--- config.mk ---
export PLATFORM = sky130hd
export DESIGN_NAME = smoldvi_rx_gearbox
export DESIGN_NICKNAME = d
export VERILOG_FILES = /design/src/rtl/smoldvi_pkg.sv /design/src/rtl/smoldvi_tmds_ctrl_detect.sv /design/src/rtl/smoldvi_rx_gearbox.sv
export SDC_FILE = /design/constraint.sdc
export NUM_CORES = 1
export LEC_CHECK = 0
export ABC_AREA = 1
export CAP_MARGIN = 20
export CORE_ASPECT_RATIO = 1.75
export CORE_MARGIN = 1.5
export CORE_UTILIZATION = 57
export CTS_BUF_LIST = sky130_fd_sc_hd__clkbuf_16
export CTS_CLUSTER_DIAMETER = 30
export DETAILED_ROUTE_END_ITERATION = 6
export GPL_ROUTABILITY_DRIVEN = 0
export GPL_TIMING_DRIVEN = 0
export PLACE_DENSITY = 0.79
export SLEW_MARGIN = 20
export SYNTH_ARGS = -nofsm -noshare
export SYNTH_HDL_FRONTEND = slang
export SYNTH_SLANG_ARGS = --single-unit
--- constraint.sdc ---
create_clock -name clk -period 4.8 [get_ports clk]
set_input_delay 0.96 -clock clk [delete_from_list [all_inputs] [get_ports clk]]
set_output_delay 0.96 -clock clk [all_outputs]
set_load 0.02 [all_outputs]
--- src/rtl/smoldvi_pkg.sv ---
// Shared definitions for the smoldvi TMDS receive path:
//   W_OUT_DEFAULT        - default TMDS symbol width
//   TMDS_CTRL_00..11     - the four TMDS control-period token encodings
//   rx_state_e           - receive alignment FSM states
package smoldvi_pkg;

  localparam int unsigned W_OUT_DEFAULT = 10;

  localparam logic [9:0] TMDS_CTRL_00 = 10'h354;
  localparam logic [9:0] TMDS_CTRL_01 = 10'h0AB;
  localparam logic [9:0] TMDS_CTRL_10 = 10'h154;
  localparam logic [9:0] TMDS_CTRL_11 = 10'h2AB;

  typedef enum logic [1:0] {
    RX_SEARCH = 2'd0,
    RX_CHECK  = 2'd1,
    RX_LOCKED = 2'd2
  } rx_state_e;

endpackage

--- src/rtl/smoldvi_tmds_ctrl_detect.sv ---
// Combinational TMDS control-token matcher.
//   sym     in  W_OUT  symbol, sym[0] first on the line
//   is_ctrl out 1      high when sym is one of the four control tokens
module smoldvi_tmds_ctrl_detect
  import smoldvi_pkg::*;
#(
  parameter int unsigned W_OUT = W_OUT_DEFAULT
) (
  input  logic [W_OUT-1:0] sym,
  output logic             is_ctrl
);

  always_comb begin
    is_ctrl = (sym == W_OUT'(TMDS_CTRL_00)) ||
              (sym == W_OUT'(TMDS_CTRL_01)) ||
              (sym == W_OUT'(TMDS_CTRL_10)) ||
              (sym == W_OUT'(TMDS_CTRL_11));
  end

endmodule

--- src/rtl/smoldvi_rx_gearbox.sv ---
// Receive gearbox: assembles W_IN-bit captures into W_OUT-bit TMDS symbols
// and bit-slips the symbol window until control tokens line up.
//   clk           in   single clock
//   rst           in   asynchronous, active-high reset
//   din           in   W_IN line bits, din[0] earliest
//   dout          out  W_OUT aligned symbol, dout[0] first on the line
//   dout_valid    out  one-cycle strobe every W_OUT/W_IN clocks
//   locked        out  alignment lock held
//   align_offset  out  window offset in bits, 0..W_OUT-1
//   lock_loss_cnt out  saturating lock-loss count when SMOLDVI_RX_STATS_EN
//                      is defined, otherwise tied to 0
module smoldvi_rx_gearbox
  import smoldvi_pkg::*;
#(
  parameter int unsigned W_IN     = 2,
  parameter int unsigned W_OUT    = W_OUT_DEFAULT,
  parameter int unsigned LOCK_RUN = 8,
  parameter int unsigned MAX_GAP  = 4096
) (
  input  logic                     clk,
  input  logic                     rst,
  input  logic [W_IN-1:0]          din,
  output logic [W_OUT-1:0]         dout,
  output logic                     dout_valid,
  output logic                     locked,
  output logic [$clog2(W_OUT)-1:0] align_offset,
  output logic [15:0]              lock_loss_cnt
);

  localparam int unsigned N     = W_OUT / W_IN;
  localparam int unsigned PH_W  = (N > 1) ? $clog2(N) : 1;
  localparam int unsigned OFF_W = $clog2(W_OUT);
  localparam int unsigned IDX_W = $clog2(2 * W_OUT);
  localparam int unsigned RUN_W = $clog2(LOCK_RUN + 1);
  localparam int unsigned GAP_W = $clog2(MAX_GAP + 1);

  logic [2*W_OUT-1:0] hist_q, hist_d;
  logic [PH_W-1:0]    phase_q, phase_d;
  logic               word_rdy_q, word_rdy_d;
  logic [W_OUT-1:0]   dout_q, dout_d;
  logic               valid_q, valid_d;
  rx_state_e          state_q, state_d;
  logic [RUN_W-1:0]   run_q, run_d;
  logic [GAP_W-1:0]   gap_q, gap_d;
  logic [OFF_W-1:0]   off_q, off_d;

  logic [IDX_W-1:0]   cand_base;
  logic [W_OUT-1:0]   cand;
  logic               is_ctrl;
  logic [OFF_W-1:0]   off_inc;
  logic [RUN_W-1:0]   run_inc;
  logic [GAP_W-1:0]   gap_inc;

  // Datapath: shift register, phase counter and candidate window.
  // word_rdy_q marks the cycle after phase wrapped, so the post-reset
  // phase of 0 never yields a spurious word.
  always_comb begin
    hist_d     = {din, hist_q[2*W_OUT-1:W_IN]};
    word_rdy_d = (phase_q == PH_W'(N - 1));
    phase_d    = word_rdy_d ? '0 : phase_q + PH_W'(1);
    cand_base  = IDX_W'(W_OUT) - IDX_W'(off_q);
    cand       = hist_q[cand_base +: W_OUT];
    dout_d     = word_rdy_q ? cand : dout_q;
    valid_d    = word_rdy_q;
  end

  smoldvi_tmds_ctrl_detect #(
    .W_OUT(W_OUT)
  ) u_ctrl_detect (
    .sym    (cand),
    .is_ctrl(is_ctrl)
  );

  // Alignment FSM, stepped once per candidate word.
  always_comb begin
    state_d = state_q;
    run_d   = run_q;
    gap_d   = gap_q;
    off_d   = off_q;
    off_inc = (off_q == OFF_W'(W_OUT - 1)) ? '0 : off_q + OFF_W'(1);
    run_inc = run_q + RUN_W'(1);
    gap_inc = (gap_q == GAP_W'(MAX_GAP)) ? gap_q : gap_q + GAP_W'(1);
    if (word_rdy_q) begin
      case (state_q)
        RX_SEARCH: begin
          if (is_ctrl) begin
            state_d = RX_CHECK;
            run_d   = RUN_W'(1);
          end else begin
            off_d = off_inc;
          end
        end
        RX_CHECK: begin
          if (is_ctrl) begin
            run_d = run_inc;
            if (run_inc == RUN_W'(LOCK_RUN)) begin
              state_d = RX_LOCKED;
              gap_d   = '0;
            end
          end else begin
            state_d = RX_SEARCH;
            run_d   = '0;
            off_d   = off_inc;
          end
        end
        RX_LOCKED: begin
          if (is_ctrl) begin
            gap_d = '0;
          end else begin
            gap_d = gap_inc;
            // Lock loss keeps the current offset; no slip here.
            if (gap_inc == GAP_W'(MAX_GAP)) begin
              state_d = RX_SEARCH;
              run_d   = '0;
            end
          end
        end
        default: state_d = RX_SEARCH;
      endcase
    end
  end

  always_ff @(posedge clk or posedge rst) begin
    if (rst) begin
      hist_q     <= '0;
      phase_q    <= '0;
      word_rdy_q <= 1'b0;
      dout_q     <= '0;
      valid_q    <= 1'b0;
      state_q    <= RX_SEARCH;
      run_q      <= '0;
      gap_q      <= '0;
      off_q      <= '0;
    end else begin
      hist_q     <= hist_d;
      phase_q    <= phase_d;
      word_rdy_q <= word_rdy_d;
      dout_q     <= dout_d;
      valid_q    <= valid_d;
      state_q    <= state_d;
      run_q      <= run_d;
      gap_q      <= gap_d;
      off_q      <= off_d;
    end
  end

  assign dout         = dout_q;
  assign dout_valid   = valid_q;
  assign locked       = (state_q == RX_LOCKED);
  assign align_offset = off_q;

`ifdef SMOLDVI_RX_STATS_EN
  logic        lost;
  logic [15:0] loss_q, loss_d;

  assign lost = (state_q == RX_LOCKED) && (state_d == RX_SEARCH);

  always_comb begin
    loss_d = loss_q;
    if (lost && (loss_q != '1)) begin
      loss_d = loss_q + 16'd1;
    end
  end

  always_ff @(posedge clk or posedge rst) begin
    if (rst) begin
      loss_q <= '0;
    end else begin
      loss_q <= loss_d;
    end
  end

  assign lock_loss_cnt = loss_q;
`else
  assign lock_loss_cnt = '0;
`endif

endmodule

# Word level (Yosys, flattened, before mapping)
# Cells that the tools add are included.
dict set report classes {
  n_shift 1
  n_bitwise 1
  mul 0
  n_eq_ne 17
  magnitude_cmp 0
  add_sub_neg 5
  n_div 0
  n_mux 18
  reduce_logical 11
}
# cell count
set ops {}
lappend ops {{$mux W13} 4}
lappend ops {{$eq A13 B13 Y1 const B} 2}
lappend ops {{$pmux W13 S2} 1}
lappend ops {{$eq A10 B10 Y1 const B} 2}
lappend ops {{$mux W4} 5}
lappend ops {{$shiftx A20 B6 Y10} 1}
lappend ops {{$add A13 B1 Y13 const B} 1}
lappend ops {{$pmux W4 S3} 1}
lappend ops {{$eq A10 B8 Y1 const B} 1}
lappend ops {{$eq A10 B9 Y1 const B} 1}
lappend ops {{$mux W2} 5}
lappend ops {{$reduce_and A5 Y1} 2}
lappend ops {{$add A4 B1 Y4 const B} 2}
lappend ops {{$eq A4 B4 Y1 const B} 2}
lappend ops {{$ne A2 B2 Y1 const B} 4}
lappend ops {{$pmux W2 S3} 1}
lappend ops {{$sub A4 B4 Y5 const A} 1}
lappend ops {{$reduce_and A4 Y1} 1}
lappend ops {{$add A3 B1 Y3 const B} 1}
lappend ops {{$eq A3 B3 Y1 const B} 1}
lappend ops {{$logic_or A1 B1 Y1} 3}
lappend ops {{$mux W3} 1}
lappend ops {{$ne A3 B3 Y1 const B} 1}
lappend ops {{$reduce_and A3 Y1} 1}
lappend ops {{other kinds (8)} 8}
dict set report totals {
  n_memories 0
  output_inout_bits 32
  regBits 58
  word_cells 62
  romBits 0
  mem_bits_rw 0
  inputBits 4
  latch_bits 0
}

# Longest topological paths before layout
# Gate-level depths: netlist of the first run.
dict set report depth {
  word_depth 8
  depth_mapped 22
  mapped_depth_nobuf 18
}

# Cells and area by module
# From an unflattened synthesis of the first run, not the netlist that was laid out.
dict set report hier_totals {
  cells_unflattened 495
  area_unflattened_um2 3633.5
}
# mod seq_area_each_um2 instances area_per_inst_um2 cells_per_inst
set modules_own_cells {}
lappend modules_own_cells {smoldvi_rx_gearbox 1451.4 1 3563.4 477}
lappend modules_own_cells {smoldvi_tmds_ctrl_detect 0.0 1 70.1 18}

# Worst setup path after synthesis of the first run
# Ideal clock, no wire load.
dict set report synth_timing {
  kind {register to register}
  startpoint {reg off_q[0] (netlist: align_offset[0])}
  endpoint {reg gap_q[7]}
  path_slack_ns 1.981
  t_required_ns 4.683
  synth_period_minus_slack_ns 2.819
  path_stages_with_launch 21
  arrival_ns 2.702
  cell_sequence {dfrtp_1 inv_2 buf_6 ha_1 buf_4 inv_2 buf_2 nand3_1 nand3_1 nand3_1 nand2_1 nand2_1 nor2_1 nand3_2 nand2_4 inv_2 o21ai_4 nand2_4 buf_6 nand2_1 nand2_1}
}
dict set report synth_via {
  elab_chain_cells 8
  word_cells_on_any_way 13
}
# item line_no
set synth_lines {}
lappend synth_lines {{start: declaration} smoldvi_rx_gearbox.sv:45} ;# logic [OFF_W-1:0] off_q, off_d;
lappend synth_lines {{start signal: assignment} smoldvi_rx_gearbox.sv:133} ;# off_q <= '0;
lappend synth_lines {{start signal: assignment} smoldvi_rx_gearbox.sv:143} ;# off_q <= off_d;
lappend synth_lines {{$sub A4 B4 Y5 (*)} smoldvi_rx_gearbox.sv:61} ;# cand_base = IDX_W'(W_OUT) - IDX_W'(off_q);
lappend synth_lines {{$shiftx A20 B6 Y10 (*)} smoldvi_rx_gearbox.sv:62} ;# cand = hist_q[cand_base +: W_OUT];
lappend synth_lines {{$eq A10 B10 Y1 or $eq A10 B8 Y1 (tied branches)} {smoldvi_tmds_ctrl_detect.sv:14, smoldvi_tmds_ctrl_detect.sv:15}}
lappend synth_lines {{$logic_or A1 B1 Y1} smoldvi_tmds_ctrl_detect.sv:14} ;# is_ctrl = (sym == W_OUT'(TMDS_CTRL_00)) ||
lappend synth_lines {{$logic_or A1 B1 Y1} smoldvi_tmds_ctrl_detect.sv:15} ;# (sym == W_OUT'(TMDS_CTRL_01)) ||
lappend synth_lines {{$logic_or A1 B1 Y1 (*)} smoldvi_tmds_ctrl_detect.sv:16} ;# (sym == W_OUT'(TMDS_CTRL_10)) ||
lappend synth_lines {{$ne A2 B2 Y1 (no line) or $mux W13 (tied branches)} -}
lappend synth_lines {{$reduce_and A4 Y1 (no line) or $pmux W13 S2 (tied branches)} -}
lappend synth_lines {{end signal: assignment} smoldvi_rx_gearbox.sv:142} ;# gap_q <= gap_d;
lappend synth_lines {{end: declaration} smoldvi_rx_gearbox.sv:44} ;# logic [GAP_W-1:0] gap_q, gap_d;
# Mark *: on every way between the ends. The rest lies on a longest branch, timed or not.
# A chain may end at the register's enable or synchronous reset.

# Worst setup path after layout of the first run
dict set report layout_timing {
  startpoint {reg off_q[0] (netlist: align_offset[0])}
  endpoint {reg gap_q[8]}
}
# The elaborated chain is that of the path after synthesis.

==> results of run 1 <==
==> power groups by stage <==
stage	Combinational (mW)	Clock (mW)	Sequential, mW
final	1.81	0.656	0.639
after global routing	2.00	0.692	0.649
after CTS	1.78	0.672	0.640
after detailed placement	1.77	0	0.646
after global placement	1.75	0	0.641
after floorplan	1.27	0	0.697
==> Yosys cell counts, types with 6 or more instances <==
cell type  number
nand4_1         6
buf_4          22
nand2_1       168
xor2_1          9
inv_2           6
nor2_1         48
inv_1          34
nand3_1       127
o21ai_0         9
buf_6           6
nand2_2         8
ha_1           11
dfrtp_1        58
==> cells in the final DEF (no fill, tap or decap), types with 9 or more instances in the layout <==
| master | synthesis | final |
|---|---|---|
| nand2_1 | 168 | 168 |
| nand3_1 | 127 | 127 |
| dfrtp_1 | 58 | 58 |
| nor2_1 | 48 | 48 |
| inv_1 | 34 | 33 |
| buf_4 | 22 | 22 |
| clkdlybuf4s50_1 | 0 | 19 |
| conb_1 | 1 | 16 |
| ha_1 | 11 | 11 |
| xor2_1 | 9 | 9 |
| o21ai_0 | 9 | 9 |
| clkbuf_16 | 0 | 9 |
==> state kept, by name (all words and copies together), names as in the netlist, 2 cells and up <==
name	cells
dout	10
run_q	4
hist_q	20
align_offset	4
gap_q	13
state_q	2
phase_q	3
==> cell families (layout without fill, tap and decap cells) <==
group,count (synthesis),in the layout,synth area share [%]
xor gates and xnor gates,11,11,2.47
adders and majority gates,11,11,3.53
buffers and inverters,74,109,10.9
and+or+nand+nor,374,374,43.0
other,1,16,0.0961
DFF,58,58,37.2
AOI/OAI and AO/OA,17,17,2.85
==> path summary, 6_finish.rpt <==
kind | start | end | cells after the start | slack (ps)
setup / recovery | align_offset[0] | gap_q[8] | 20 | 1520
hold / removal | hist_q[12] | hist_q[10] | 0 | 400
setup reg to reg | align_offset[0] | gap_q[8] | 20 | 1520
hold reg to reg | hist_q[12] | hist_q[10] | 0 | 400
max in group asynchronous | rst | hist_q[7] | 2 | 3220
min in group asynchronous | rst | gap_q[3] | 2 | 1090
==> layer usage <==
metal | GRT usage (%) | share of wire [%] | vias to the layer above
met2 | 50.1 | 57 | 117
li1 | - | - | 1831
met4 | 17.5 | 3.6 | 0
met5 | 0 | 0 | -
met1 | 27.0 | 36 | 1670
met3 | 6.41 | 3.2 | 37
==> layout make-up <==
type	count	area, µm²	area share (%)
multi-input combinational	429	2080	45.7
sequential	58	1450	31.8
buffer	34	274	6.00
clock buffer	9	225	4.93
timing repair buffer	19	190	4.17
inverter	40	153	3.34
tap	82	103	2.25
clock inverter	7	83.8	1.84
==> results.yml, run 1 <==
run_status:
  outcome: "complete, no violations"
power_and_ir_drop:
  internal_power_mw: 1.67
  power.leakage_nw: 2.31
  p_switching_mw: 1.43
  seq_power_share_pct: 20.6
  pwr_density_cell_mw_per_mm2: 680
  ir_drop_v: 0.000644
  clockPowerShare_pct: 21.1
  p_total_mw: 3.10
  power_frac_comb_pct: 58.3
  swShare_pct: 46.0
detailed_routing:
  drc_errors: 0
  viasPerCell: 5.39
  drt-total-wl_um: 9310
  drt.antenna.violating_nets: 0
  vias: 3655
  drt_iter0_markers: 294
  dr.pass1.iters: 6
  wire_per_inst_um: 13.7
synthesis:
  synth-async-reset-ratio_pct: 100
  synth_area_leader_cell: "dfrtp_1"
  ys_ff_latch: 58
  avgSynthCellArea_um2: 7.15
  synth_area_leaders: "dfrtp_1, nand3_1, nand2_1, nor2_1, buf_4"
  synthCells: 546
  ys_warn_count: 0
  synth_edf_count: 0
  synth_top_area_share_pct: 37.2
  synth_cell_types: 29
  synth-seq-area-share_pct: 37.2
  ys_dominant_reg_cell: "dfrtp_1"
  syn_area_mm2: 0.00390
die:
  chipWidth_um: 65.6
  initial_core_util_pct: 59.3
  die_h_um: 112
  io_pins: 36
  fp-row-count: 39
  core_area_mm2: 0.00659
  die_area_mm2: 0.00737
global_routing:
  grt_max_degree: 59
  antenna_found_initial: 0
  grt_usage_pct: 27.6
  grt-ovfl-total: 0
  grt_pass1_vias: 3573
  grt_pass1_wl_um: 15600
sta:
  whs_ps: 399
  finClkSkew_ps: 9.33
  fmax_mhz: 305
  rsz0062_at_grt: "false"
  finalHoldViolations: 0
  min_period_ps: 3280
  timing.final.crit_share_pct: 68.4
  maxSlewHeadroom_pct: 53.3
  layout_setup_ws_ps: 1520
  slew_violations: 0
  setup_tns_ps: 0
  setup_violations: 0
  worst_slew_pin_slew_ps: 701
final_layout:
  instances_no_fill: 678
  nFillCells: 574
  drive_above_1_share_pct: 12.6
  antenna_cells: 0
  area_growth_pct: 16.9
  fin_util_pct: 69.3
  nNetsFinal: 606
  final_area_mm2: 0.00456
clock_network:
  clockBufferDepth: 2
  cts.clk_slew.worst_paths_ps: 50
  clock_sinks: 58
  clk_latency_ps: 320
  post_cts_buffers: 0
  postCtsHoldBufs: 0
  htreeDepth: 3
  cts_tree: "yes"
  cts-buffers-inserted: 9
  cts_root_buf: "clkbuf_16"
  ctsResizeCount: 0
worst_setup_path:
  cp_slowest_stage_delay_ps: 480
  crit_family: "simple AND/OR/NAND/NOR gates"
  cp_cell_sequence: "inv_2 -> buf_6 -> ha_1 -> buf_4 -> inv_2 -> buf_2 -> nand3_1 -> nand3_1 -> nand3_1 -> nand2_1 -> nand2_1 -> nor2_1 -> nand3_2 -> nand2_4 -> inv_2 -> o21ai_4 -> nand2_4 -> buf_6 -> nand2_1 -> nand2_1"
  end_kind: "flip-flop"
  crit_type: "reg -> reg"
  required_ps: 5010
  crit_arrival_ps: 3490
  path_buf_inv: 7
  cp_max_fo: 10
  critPathSlowestCell: "dfrtp_1"
  cp_common_cell: "nand2_1"
  start_kind: "flip-flop"
placed_design:
  place_inst: 662
  port-buffer-count: 19
  post-place-ws_ps: 1630
  dp_hpwl_um: 7040
  place_area_mm2: 0.00426
flow_run:
  maxCapViolCount: 0
worst_hold_path:
  min_path_type: "reg -> reg"
Power figures use the tool's default switching activity.
==> run 2: changes to the inputs <==
==> constraint.sdc (replaced) <==
create_clock -name clk -period 3.2 [get_ports clk]
set_input_delay 0.64 -clock clk [delete_from_list [all_inputs] [get_ports clk]]
set_output_delay 0.64 -clock clk [all_outputs]
set_load 0.02 [all_outputs]
==> run 2 against run 1 <==
Compared with the run above:
- sequential power grew 50%
- non-clock buffer count grew 3
- clock skew is essentially flat
- register-to-register slack lost 1300 ps
- global-route usage is the same
- hold slack gained 2.4 ps
- flip-flop and latch count is the same
- largest power group unchanged
- highest routed layer unchanged
==> results.yml, run 2 (same netlist as run 1, synthesis figures left out) <==
final_layout:
  antenna_cells: 0
  drive_above_1_share_pct: 13.5
  fin_util_pct: 69.9
  final_common_cell: "nand2_1"
  nNetsFinal: 609
  nFillCells: 562
  multi_input_area_mm2: 0.00210
  largest_reg_flops: 20
  area_growth_pct: 17.9
  regMostFlops: "hist_q"
  final_cell_mix: "nand2_1, nand3_1, dfrtp_1"
  final_area_mm2: 0.00460
  register_area_mm2: 0.00145
  instances_no_fill: 681
clock_network:
  postCtsHoldBufs: 0
  clk_latency_ps: 330
  cts_tree: "yes"
  clock_sinks: 58
  cts.clk_slew.worst_paths_ps: 50
  htreeDepth: 3
  cts-buffers-inserted: 9
  cts_root_buf: "clkbuf_16"
  clockBufferDepth: 2
sta:
  min_period_ps: 3020
  maxSlewHeadroom_pct: 53.5
  slew_violations: 0
  finalHoldViolations: 0
  worst_slew_pin_slew_ps: 698
  timing.final.crit_share_pct: 94.3
  finClkSkew_ps: 9.42
  fmax_mhz: 331
  setup_violations: 0
power_and_ir_drop:
  swShare_pct: 46.1
  power.leakage_nw: 2.33
  seq_power_share_pct: 20.3
  pwr_density_cell_mw_per_mm2: 1030
  clockPowerShare_pct: 20.8
  internal_power_mw: 2.54
  power_frac_comb_pct: 58.9
  p_total_mw: 4.72
  ir_drop_v: 0.000998
  p_switching_mw: 2.18
global_routing:
  grt_max_degree: 59
  grt_pass1_wl_um: 15600
  grt_usage_pct: 27.6
  grt-ovfl-total: 0
  grt_pass1_vias: 3573
  antenna_found_initial: 0
die:
  die_area_mm2: 0.00737
  initial_core_util_pct: 59.3
  fp-row-count: 39
  core_area_mm2: 0.00659
  die_h_um: 112
  io_pins: 36
  chipWidth_um: 65.6
detailed_routing:
  top_layer: "met4"
  dr.pass1.iters: 7
  met2WireLength_um: 5280
  drt.antenna.violating_nets: 0
  wire_per_inst_um: 13.7
  wl_met1_um: 3380
  drc_errors: 0
  drt_iter0_markers: 327
  viasPerCell: 5.39
  drt-total-wl_um: 9360
  vias: 3672
  route.met3.wl_um: 300
placed_design:
  port-buffer-count: 19
  dp_hpwl_um: 7040
  place_area_mm2: 0.00426
  place_inst: 662
worst_hold_path:
  min_path_type: "reg -> reg"
flow_run:
  maxCapViolCount: 0
worst_setup_path:
  crit_type: "reg -> reg"
  start_kind: "flip-flop"
  crit_arrival_ps: 3230
  end_kind: "flip-flop"
  required_ps: 3410
  cp_max_fo: 10
run_status:
  outcome: "complete, no violations"
## run 2: cell types whose count changed in the layout (fill, tap and decap cells not counted)
cell     previous run  this run
buf_4              22        26
dfrtp_2             0         1
nor2_1             48        46
nor3_2              1         0
nor2_2              0         2
dfrtp_1            58        57
nor3_4              0         1
inv_2               6         5
inv_4               1         2
buf_2               2         1
## run 2: stage by stage
stage | setup slack (ps) | setup TNS (ps) | hold WS (ps)
6_report | 182 | 0 | 402
5_1_grt | -6.77 | -6.85 | 417
4_1_cts | 5.33 | 0 | 405
3_5_place_dp | 26.2 | 0 | 392
3_3_place_gp | 84.2 | 0 | 391
2_1_floorplan | 381 | 0 | 374
## run 2: worst max-delay path: stages, from the launching register on
cell,delay (ps)
dfrtp_2,420
inv_4,70
buf_6,140
ha_1,270
buf_4,170
buf_2,250
nand3_1,150
nand3_1,170
nand3_1,110
nand2_1,100
nand2_1,60
nor2_2,140
nand3_2,130
nand2_4,100
inv_2,50
o21ai_4,220
nand2_4,90
buf_6,150
nand2_1,60
nand2_1,50
## run 2: timing repair
action | 4_1_cts | 5_1_grt
buffers inserted | 0 | 3
pin swaps | 0 | 2
hold endpoints to repair | 0 | 0
resized for setup | 1 | 6
setup endpoints to repair | 13 | 22
## run 2: path summary, 6_finish.rpt
kind | start | endpoint | slack (ps) | cells after the start
worst min-delay path | hist_q[12] | hist_q[10] | 400 | 0
max in group asynchronous | rst | align_offset[0] | 1910 | 2
worst min register to register | hist_q[12] | hist_q[10] | 400 | 0
worst max register to register | align_offset[0] | gap_q[8] | 180 | 19
min in group asynchronous | rst | gap_q[3] | 770 | 2
worst max-delay path | align_offset[0] | gap_q[8] | 180 | 19
## run 2: final cells by class
class                           count  area share, %
Clock inverter                      7           1.82
Inverter                           40           3.37
Timing Repair Buffer               22           4.62
Multi-Input combinational cell    429           45.5
Sequential cell                    58           31.5
Tap cell                           82           2.23
Buffer                             34           6.01
Clock buffer                        9           4.89
## run 2: power by group through the flow
stage | registers, mW | clock network (mW) | logic (mW)
after CTS | 0.961 | 1.01 | 2.67
after global placement | 0.962 | 0 | 2.62
after floorplan | 1.05 | 0 | 1.91
after global routing | 0.973 | 1.04 | 3.06
after detailed placement | 0.969 | 0 | 2.65
final | 0.958 | 0.984 | 2.78
## run 2: per-layer routing
metal,global-route usage [%],up-vias
met4,17.5,0
met2,50.1,125
met5,0,-
met3,6.41,46
met1,27.0,1664
li1,-,1837
